## src/rtl/demux4_capture_chan_pkg.sv

```systemverilog
// Shared constants, select encodings and channel state type for the 4-way capture demux.
// Optional overrun counters are enabled with DEMUX4_OVR_CNT_EN.
package demux4_pkg;

    localparam int NCH       = 4;
    localparam int OVR_CNT_W = 8;
    localparam logic [OVR_CNT_W-1:0] OVR_CNT_MAX = {OVR_CNT_W{1'b1}};

    typedef enum logic [1:0] {
        CH0 = 2'b00,
        CH1 = 2'b01,
        CH2 = 2'b10,
        CH3 = 2'b11
    } chSel_t;

    typedef enum logic {
        EMPTY = 1'b0,
        FULL  = 1'b1
    } chanState_t;

    // Selects are encoded identically to the mux side, so the channel index maps straight onto a one-hot strobe.
    function automatic logic [NCH-1:0] selToOneHot(input logic i_en, input logic [1:0] i_sel);
        logic [NCH-1:0] w_oneHot;
        case (chSel_t'(i_sel))
            CH0:     w_oneHot = 4'b0001;
            CH1:     w_oneHot = 4'b0010;
            CH2:     w_oneHot = 4'b0100;
            CH3:     w_oneHot = 4'b1000;
            default: w_oneHot = 4'b0000;
        endcase
        return i_en ? w_oneHot : {NCH{1'b0}};
    endfunction

endpackage

```

## src/rtl/demux4_capture_chan_if.sv

```systemverilog
// Bus-side and consumer-side signals of the capture demux, grouped with driver/receiver modports.
// The ovr_cnt field exists only when DEMUX4_OVR_CNT_EN is defined.
interface demux4_capture_chan_if #(
    parameter int WIDTH = 1
);
    import demux4_pkg::*;

    logic [WIDTH-1:0] din;
    logic [1:0]       sel;
    logic             en;
    logic [NCH-1:0]   ack;
    logic             ovr_clr;

    logic [WIDTH-1:0] q0;
    logic [WIDTH-1:0] q1;
    logic [WIDTH-1:0] q2;
    logic [WIDTH-1:0] q3;
    logic [NCH-1:0]   valid;
    logic [NCH-1:0]   overrun;

`ifdef DEMUX4_OVR_CNT_EN
    logic [NCH*OVR_CNT_W-1:0] ovr_cnt;

    modport master (
        output din, sel, en, ack, ovr_clr,
        input  q0, q1, q2, q3, valid, overrun, ovr_cnt
    );

    modport slave (
        input  din, sel, en, ack, ovr_clr,
        output q0, q1, q2, q3, valid, overrun, ovr_cnt
    );
`else
    modport master (
        output din, sel, en, ack, ovr_clr,
        input  q0, q1, q2, q3, valid, overrun
    );

    modport slave (
        input  din, sel, en, ack, ovr_clr,
        output q0, q1, q2, q3, valid, overrun
    );
`endif

endinterface

```

## src/rtl/demux4_capture_chan_chan.sv

```systemverilog
// One capture channel: holding register, EMPTY/FULL handshake state, sticky overrun flag
// and, with DEMUX4_OVR_CNT_EN, a saturating overrun counter.
module demux4_chan
    import demux4_pkg::*;
#(
    parameter int WIDTH = 1
) (
    input  logic                 clk,
    input  logic                 rst,
    input  logic                 i_wr,
    input  logic [WIDTH-1:0]     i_din,
    input  logic                 i_ack,
    input  logic                 i_ovrClr,
    output logic [WIDTH-1:0]     o_q,
    output logic                 o_valid,
    output logic                 o_overrun
`ifdef DEMUX4_OVR_CNT_EN
    ,
    output logic [OVR_CNT_W-1:0] o_ovrCnt
`endif
);

    chanState_t       r_state;
    chanState_t       w_nextState;
    logic             w_ovrEvent;
    logic [WIDTH-1:0] r_q;
    logic             r_overrun;

    always_ff @(posedge clk) begin
        if (rst) begin
            r_state <= EMPTY;
        end else begin
            r_state <= w_nextState;
        end
    end

    // An ack only counts while FULL; a write that lands on unacknowledged data is the overrun event.
    always_comb begin
        w_nextState = r_state;
        w_ovrEvent  = 1'b0;
        case (r_state)
            EMPTY: begin
                if (i_wr) begin
                    w_nextState = FULL;
                end
            end
            FULL: begin
                if (i_wr) begin
                    w_nextState = FULL;
                    w_ovrEvent  = !i_ack;
                end else if (i_ack) begin
                    w_nextState = EMPTY;
                end
            end
            default: w_nextState = EMPTY;
        endcase
    end

    always_ff @(posedge clk) begin
        if (rst) begin
            r_q <= '0;
        end else if (i_wr) begin
            r_q <= i_din;
        end
    end

    always_ff @(posedge clk) begin
        if (rst) begin
            r_overrun <= 1'b0;
        end else if (w_ovrEvent) begin
            r_overrun <= 1'b1;
        end else if (i_ovrClr) begin
            r_overrun <= 1'b0;
        end
    end

`ifdef DEMUX4_OVR_CNT_EN
    logic [OVR_CNT_W-1:0] r_ovrCnt;

    // A clear coinciding with an event restarts the count at one rather than zero.
    always_ff @(posedge clk) begin
        if (rst) begin
            r_ovrCnt <= '0;
        end else if (i_ovrClr) begin
            r_ovrCnt <= w_ovrEvent ? OVR_CNT_W'(1) : '0;
        end else if (w_ovrEvent && (r_ovrCnt != OVR_CNT_MAX)) begin
            r_ovrCnt <= r_ovrCnt + OVR_CNT_W'(1);
        end
    end

    assign o_ovrCnt = r_ovrCnt;
`endif

    assign o_q       = r_q;
    assign o_valid   = (r_state == FULL);
    assign o_overrun = r_overrun;

endmodule

```

## src/rtl/demux4_capture_chan.sv

```systemverilog
// Receive end of the shared 4:1 mux bus: decodes sel/en into four capture channels.
// Build with DEMUX4_OVR_CNT_EN to add the per-channel saturating overrun counters.
module demux4_capture_chan
    import demux4_pkg::*;
#(
    parameter int WIDTH = 1
) (
    input logic                  clk,
    input logic                  rst,
    demux4_capture_chan_if.slave bus
);

    logic [NCH-1:0]            w_wrOneHot;
    logic [NCH-1:0][WIDTH-1:0] w_q;
    logic [NCH-1:0]            w_valid;
    logic [NCH-1:0]            w_overrun;
`ifdef DEMUX4_OVR_CNT_EN
    logic [NCH-1:0][OVR_CNT_W-1:0] w_ovrCnt;
`endif

    assign w_wrOneHot = selToOneHot(bus.en, bus.sel);

    for (genvar k = 0; k < NCH; k++) begin : g_chan
        demux4_chan #(
            .WIDTH(WIDTH)
        ) u_chan (
            .clk       (clk),
            .rst       (rst),
            .i_wr      (w_wrOneHot[k]),
            .i_din     (bus.din),
            .i_ack     (bus.ack[k]),
            .i_ovrClr  (bus.ovr_clr),
            .o_q       (w_q[k]),
            .o_valid   (w_valid[k]),
            .o_overrun (w_overrun[k])
`ifdef DEMUX4_OVR_CNT_EN
            ,
            .o_ovrCnt  (w_ovrCnt[k])
`endif
        );
    end

    assign bus.q0      = w_q[0];
    assign bus.q1      = w_q[1];
    assign bus.q2      = w_q[2];
    assign bus.q3      = w_q[3];
    assign bus.valid   = w_valid;
    assign bus.overrun = w_overrun;
`ifdef DEMUX4_OVR_CNT_EN
    assign bus.ovr_cnt = w_ovrCnt;
`endif

endmodule

```

## src/flat_wrapper.sv

```systemverilog
// flat-port wrapper written by rule: the top's interface ports become plain ports
module demux4_capture_chan_flat import demux4_pkg::*;
#(
    parameter int WIDTH = 1
)
  (clk, rst, bus_din, bus_sel, bus_en, bus_ack, bus_ovr_clr, bus_q0, bus_q1, bus_q2, bus_q3, bus_valid, bus_overrun);
  demux4_capture_chan_if #(.WIDTH(WIDTH)) bus_i ();
  input logic clk;
  input logic rst;
  input wire logic [$bits(bus_i.din)-1:0] bus_din;
  input wire logic [$bits(bus_i.sel)-1:0] bus_sel;
  input wire logic [$bits(bus_i.en)-1:0] bus_en;
  input wire logic [$bits(bus_i.ack)-1:0] bus_ack;
  input wire logic [$bits(bus_i.ovr_clr)-1:0] bus_ovr_clr;
  output wire logic [$bits(bus_i.q0)-1:0] bus_q0;
  output wire logic [$bits(bus_i.q1)-1:0] bus_q1;
  output wire logic [$bits(bus_i.q2)-1:0] bus_q2;
  output wire logic [$bits(bus_i.q3)-1:0] bus_q3;
  output wire logic [$bits(bus_i.valid)-1:0] bus_valid;
  output wire logic [$bits(bus_i.overrun)-1:0] bus_overrun;
  assign bus_i.din = bus_din;
  assign bus_i.sel = bus_sel;
  assign bus_i.en = bus_en;
  assign bus_i.ack = bus_ack;
  assign bus_i.ovr_clr = bus_ovr_clr;
  assign bus_q0 = bus_i.q0;
  assign bus_q1 = bus_i.q1;
  assign bus_q2 = bus_i.q2;
  assign bus_q3 = bus_i.q3;
  assign bus_valid = bus_i.valid;
  assign bus_overrun = bus_i.overrun;
  demux4_capture_chan #(.WIDTH(WIDTH)) u_core (.clk(clk), .rst(rst), .bus(bus_i));
endmodule
```

## config.mk

```make
export PLATFORM = sky130hd
export DESIGN_NAME = demux4_capture_chan_flat
export DESIGN_NICKNAME = d
export VERILOG_FILES = /design/src/rtl/demux4_capture_chan_pkg.sv /design/src/rtl/demux4_capture_chan_if.sv /design/src/rtl/demux4_capture_chan_chan.sv /design/src/rtl/demux4_capture_chan.sv /design/src/flat_wrapper.sv
export SDC_FILE = /design/constraint.sdc
export NUM_CORES = 1
export LEC_CHECK = 0
export ABC_AREA = 1
export BUFFER_PORTS_ARGS = -buffer_cell sky130_fd_sc_hd__buf_4
export CORE_UTILIZATION = 30
export DETAILED_ROUTE_END_ITERATION = 7
export MAX_ROUTING_LAYER = met4
export RECOVER_POWER = 25
export SLEW_MARGIN = 20
export SYNTH_ARGS = -nofsm -noshare
export SYNTH_HDL_FRONTEND = slang
export SYNTH_HIERARCHICAL = 1
export SYNTH_SLANG_ARGS = --single-unit
```

## constraint.sdc

```tcl
create_clock -name clk -period 1 [get_ports clk]
set_clock_uncertainty 0.1 [all_clocks]
set_input_delay 0.2 -clock clk [delete_from_list [all_inputs] [get_ports clk]]
set_output_delay 0.2 -clock clk [all_outputs]
set_load 0.005 [all_outputs]
```

==> results.md <==
- Slew @ Worst Pin: 0.204 ns
- Post-synthesis adder-cell area fraction: 0
- Max frequency: 986 MHz
- First-pass GRT wire length: around 1800 um
- Largest family of logic cells by synthesized area: simple AND/OR/NAND/NOR gates
- Min Tclk post-route: ~1 ns
- Worst IR Drop VDD: 0.638 mV
- Slowest cell on the critical path: dfxtp_2
- Synth Area in XOR/XNOR: 0
- Failing checks: negative setup slack
- Clk buf depth: 2
- Detailed Routing Iterations Pass 1: 2
- Mapped cell area: approximately 470 um^2
- Cells after DPL: ~100
- Status: complete, but fails checks
- Lkg Pwr: 0.000359 uW
- Clk sinks: 12
- DP Wirelength: 745 um
- Final GP Congestion: 0.693
- Ys Warns: 6
- Reg2reg start: u_core/g_chan[2].u_chan/o_valid
- Power, Total: 999 uW
- Starting Density: 0.340
- FF+latch count, synth: 12
- Worst skew pair latency: 0.27 ns
- Worst R2R End: u_core/g_chan[2].u_chan/o_overrun
- CP peak stage delay: approximately 0.34 ns
- DR iter-0 viols: 3
- IO Pins: 23
- RSZ-0062 raised after global routing: true
- Pin count of the biggest net entering global routing: 13
- Number of remaining DRC errors: 0
- Worst path arrival time: 0.71 ns
- Die H: 41.6 um
- Via count: about 450
- Syn avg cell area: around 7.4 um^2
- Min-Delay Endpoint: u_core/g_chan[3].u_chan/o_valid
- Post-synthesis simple-gate area fraction: 0.218
- Antenna-violating nets left: 0
- CP Class: flip-flop to output port
- Area grow syn2layout: 64.4%
- # diodes: 0
- Setup violators final: 9
- Final hold vios: 0
- Vias/cell: about 4.2
- CTS root buffer: clkbuf_4
- Final worst slack: -0.0142 ns
- Die ar.: 0.00173 mm^2
- Initial antenna violation count: 0
- Max Slew Vio Count: 0
- Final Util: 0.559
- PD cells: 1290 mW/mm^2
- Multi-input logic area: 178 um^2
- Max-cap violations: 0
- Reg2reg setup slack: approximately 0.090 ns
- Hold Path Class: input port to flip-flop
- Max_slew headroom: 0.863
- CP delay by family, top: flip-flops
- Reg2reg path depth: 4
- Number of distinct library cells after synthesis: 7
- Hold Path Origin: bus_ack[3]
- Fillers: 134
- Post-Layout Cell Count: 108
- Fin Setup TNS: -0.0691 ns
- Die X: around 42 um
- Drt wl/cell: between 9 and 10 um
- Crit path cell chain: buf_6
- Worst setup SP type: flip-flop
- Mux cell area share after synthesis: 0
- Total Wirelength: 1020 um
- Hold_ws: 0.0744 ns
- CP Capture Type: output port
- Vias in the first global route: 443
- Syn_nets: 75
- Syn Inst Count: 64
- CTS Buf Count: 3
- Post-synthesis sequential area ratio: 0.511
- Core Box Area: 0.00138 mm^2
- Worst-path maximum fanout: 3
- H-tree Lvls: 1
- Final #Nets: 105
- Synth Area in Compound Gates: 0.160
- Total gr overflow: 0
- GR Util All Layers: 0.136
- Layout cells sized above 1: 0.484
- Sum of buffers and inverters on the critical path: 1
- CTS tree: yes
- Num rows: 13
- Fin crit share: 1.01
- Reg clk slew, reported paths: 0.08 ns
- Port-buffer cells: 22
- Hold Path Depth: 4
- Sequential cell area: ~260 um^2
- Data required time of the critical path: about 0.70 ns
-- cells in the final DEF, fill, tap and decap left out --
cell type  count
buf_4         13
clkbuf_4       3
nand2_1       18
a21oi_1        8
nor2_1         4
clkbuf_8       1
a21oi_2        4
dfxtp_2       12
nand3_1        4
inv_1         14
buf_6         12
-- where the power goes --
group          switching, uW  leakage (uW)  internal (uW)
sequential              8.72      0.000103            492
clock                    165     0.0000210            221
combinational           48.4      0.000235           63.7
total                    222      0.000359            776
-- worst max path at each step --
stage | startpoint | to | cells after the start
floorplan | bus_sel[0] | u_core/g_chan[0].u_chan/o_q | 6
global placement | bus_sel[0] | u_core/g_chan[2].u_chan/o_q | 7
detailed placement | bus_sel[0] | u_core/g_chan[2].u_chan/o_q | 7
CTS | u_core/g_chan[3].u_chan/o_valid | bus_valid[3] | 1
global route | u_core/g_chan[0].u_chan/o_valid | bus_valid[0] | 1
finish | u_core/g_chan[3].u_chan/o_valid | bus_valid[3] | 1
-- layout make-up --
cell class,count,area share
inverters,14,0.0680
flip-flops and latches,12,0.330
clock buffers,4,0.0469
repair buffers,25,0.301
well taps,15,0.0243
multi-input cells,38,0.230
-- stage by stage --
stage / setup slack [ns] / area [um^2]
after CTS: -0.0288 / 766
after global routing: -0.0544 / 773
after global placement: -0.00722 / 654
after floorplan: 0.206 / 470
after detailed placement: -0.0108 / 654
final: -0.0142 / 773
-- routing by layer --
metal | share of wire | GRT usage
met2 | 0.45 | 0.203
met1 | 0.47 | 0.167
met4 | 0 | 0.0581
met3 | 0.078 | 0.0478
met5 | 0 | -
-- cell families (layout without fill, tap and decap cells) --
| kind of cell | after synthesis | in the layout |
|---|---|---|
| and+or+nand+nor | 26 | 26 |
| buffers and inverters | 14 | 43 |
| AOI/OAI and AO/OA | 12 | 12 |
| DFF | 12 | 12 |
-- synth_stat cells --
cell | instances | area share
inv_1 | 14 | 0.11
dfxtp_1 | 12 | 0.51
a21oi_1 | 8 | 0.085
nand2_1 | 18 | 0.14
nand3_1 | 4 | 0.043
a21oi_2 | 4 | 0.074
nor2_1 | 4 | 0.032
-- sequential cells by signal, summed over array words and instances, names as in the netlist --
name and count:
u_core/g_chan.u_chan/o_valid 4, u_core/g_chan.u_chan/o_overrun 4, u_core/g_chan.u_chan/o_q 4
-- timing repair --
item                                    4_1_cts  5_1_grt
hold buffers                                  0        0
gates resized for setup                      24        0
endpoints found under the setup margin       12       12
setup buffers                                 2        1
Power figures use the tool's default switching activity.
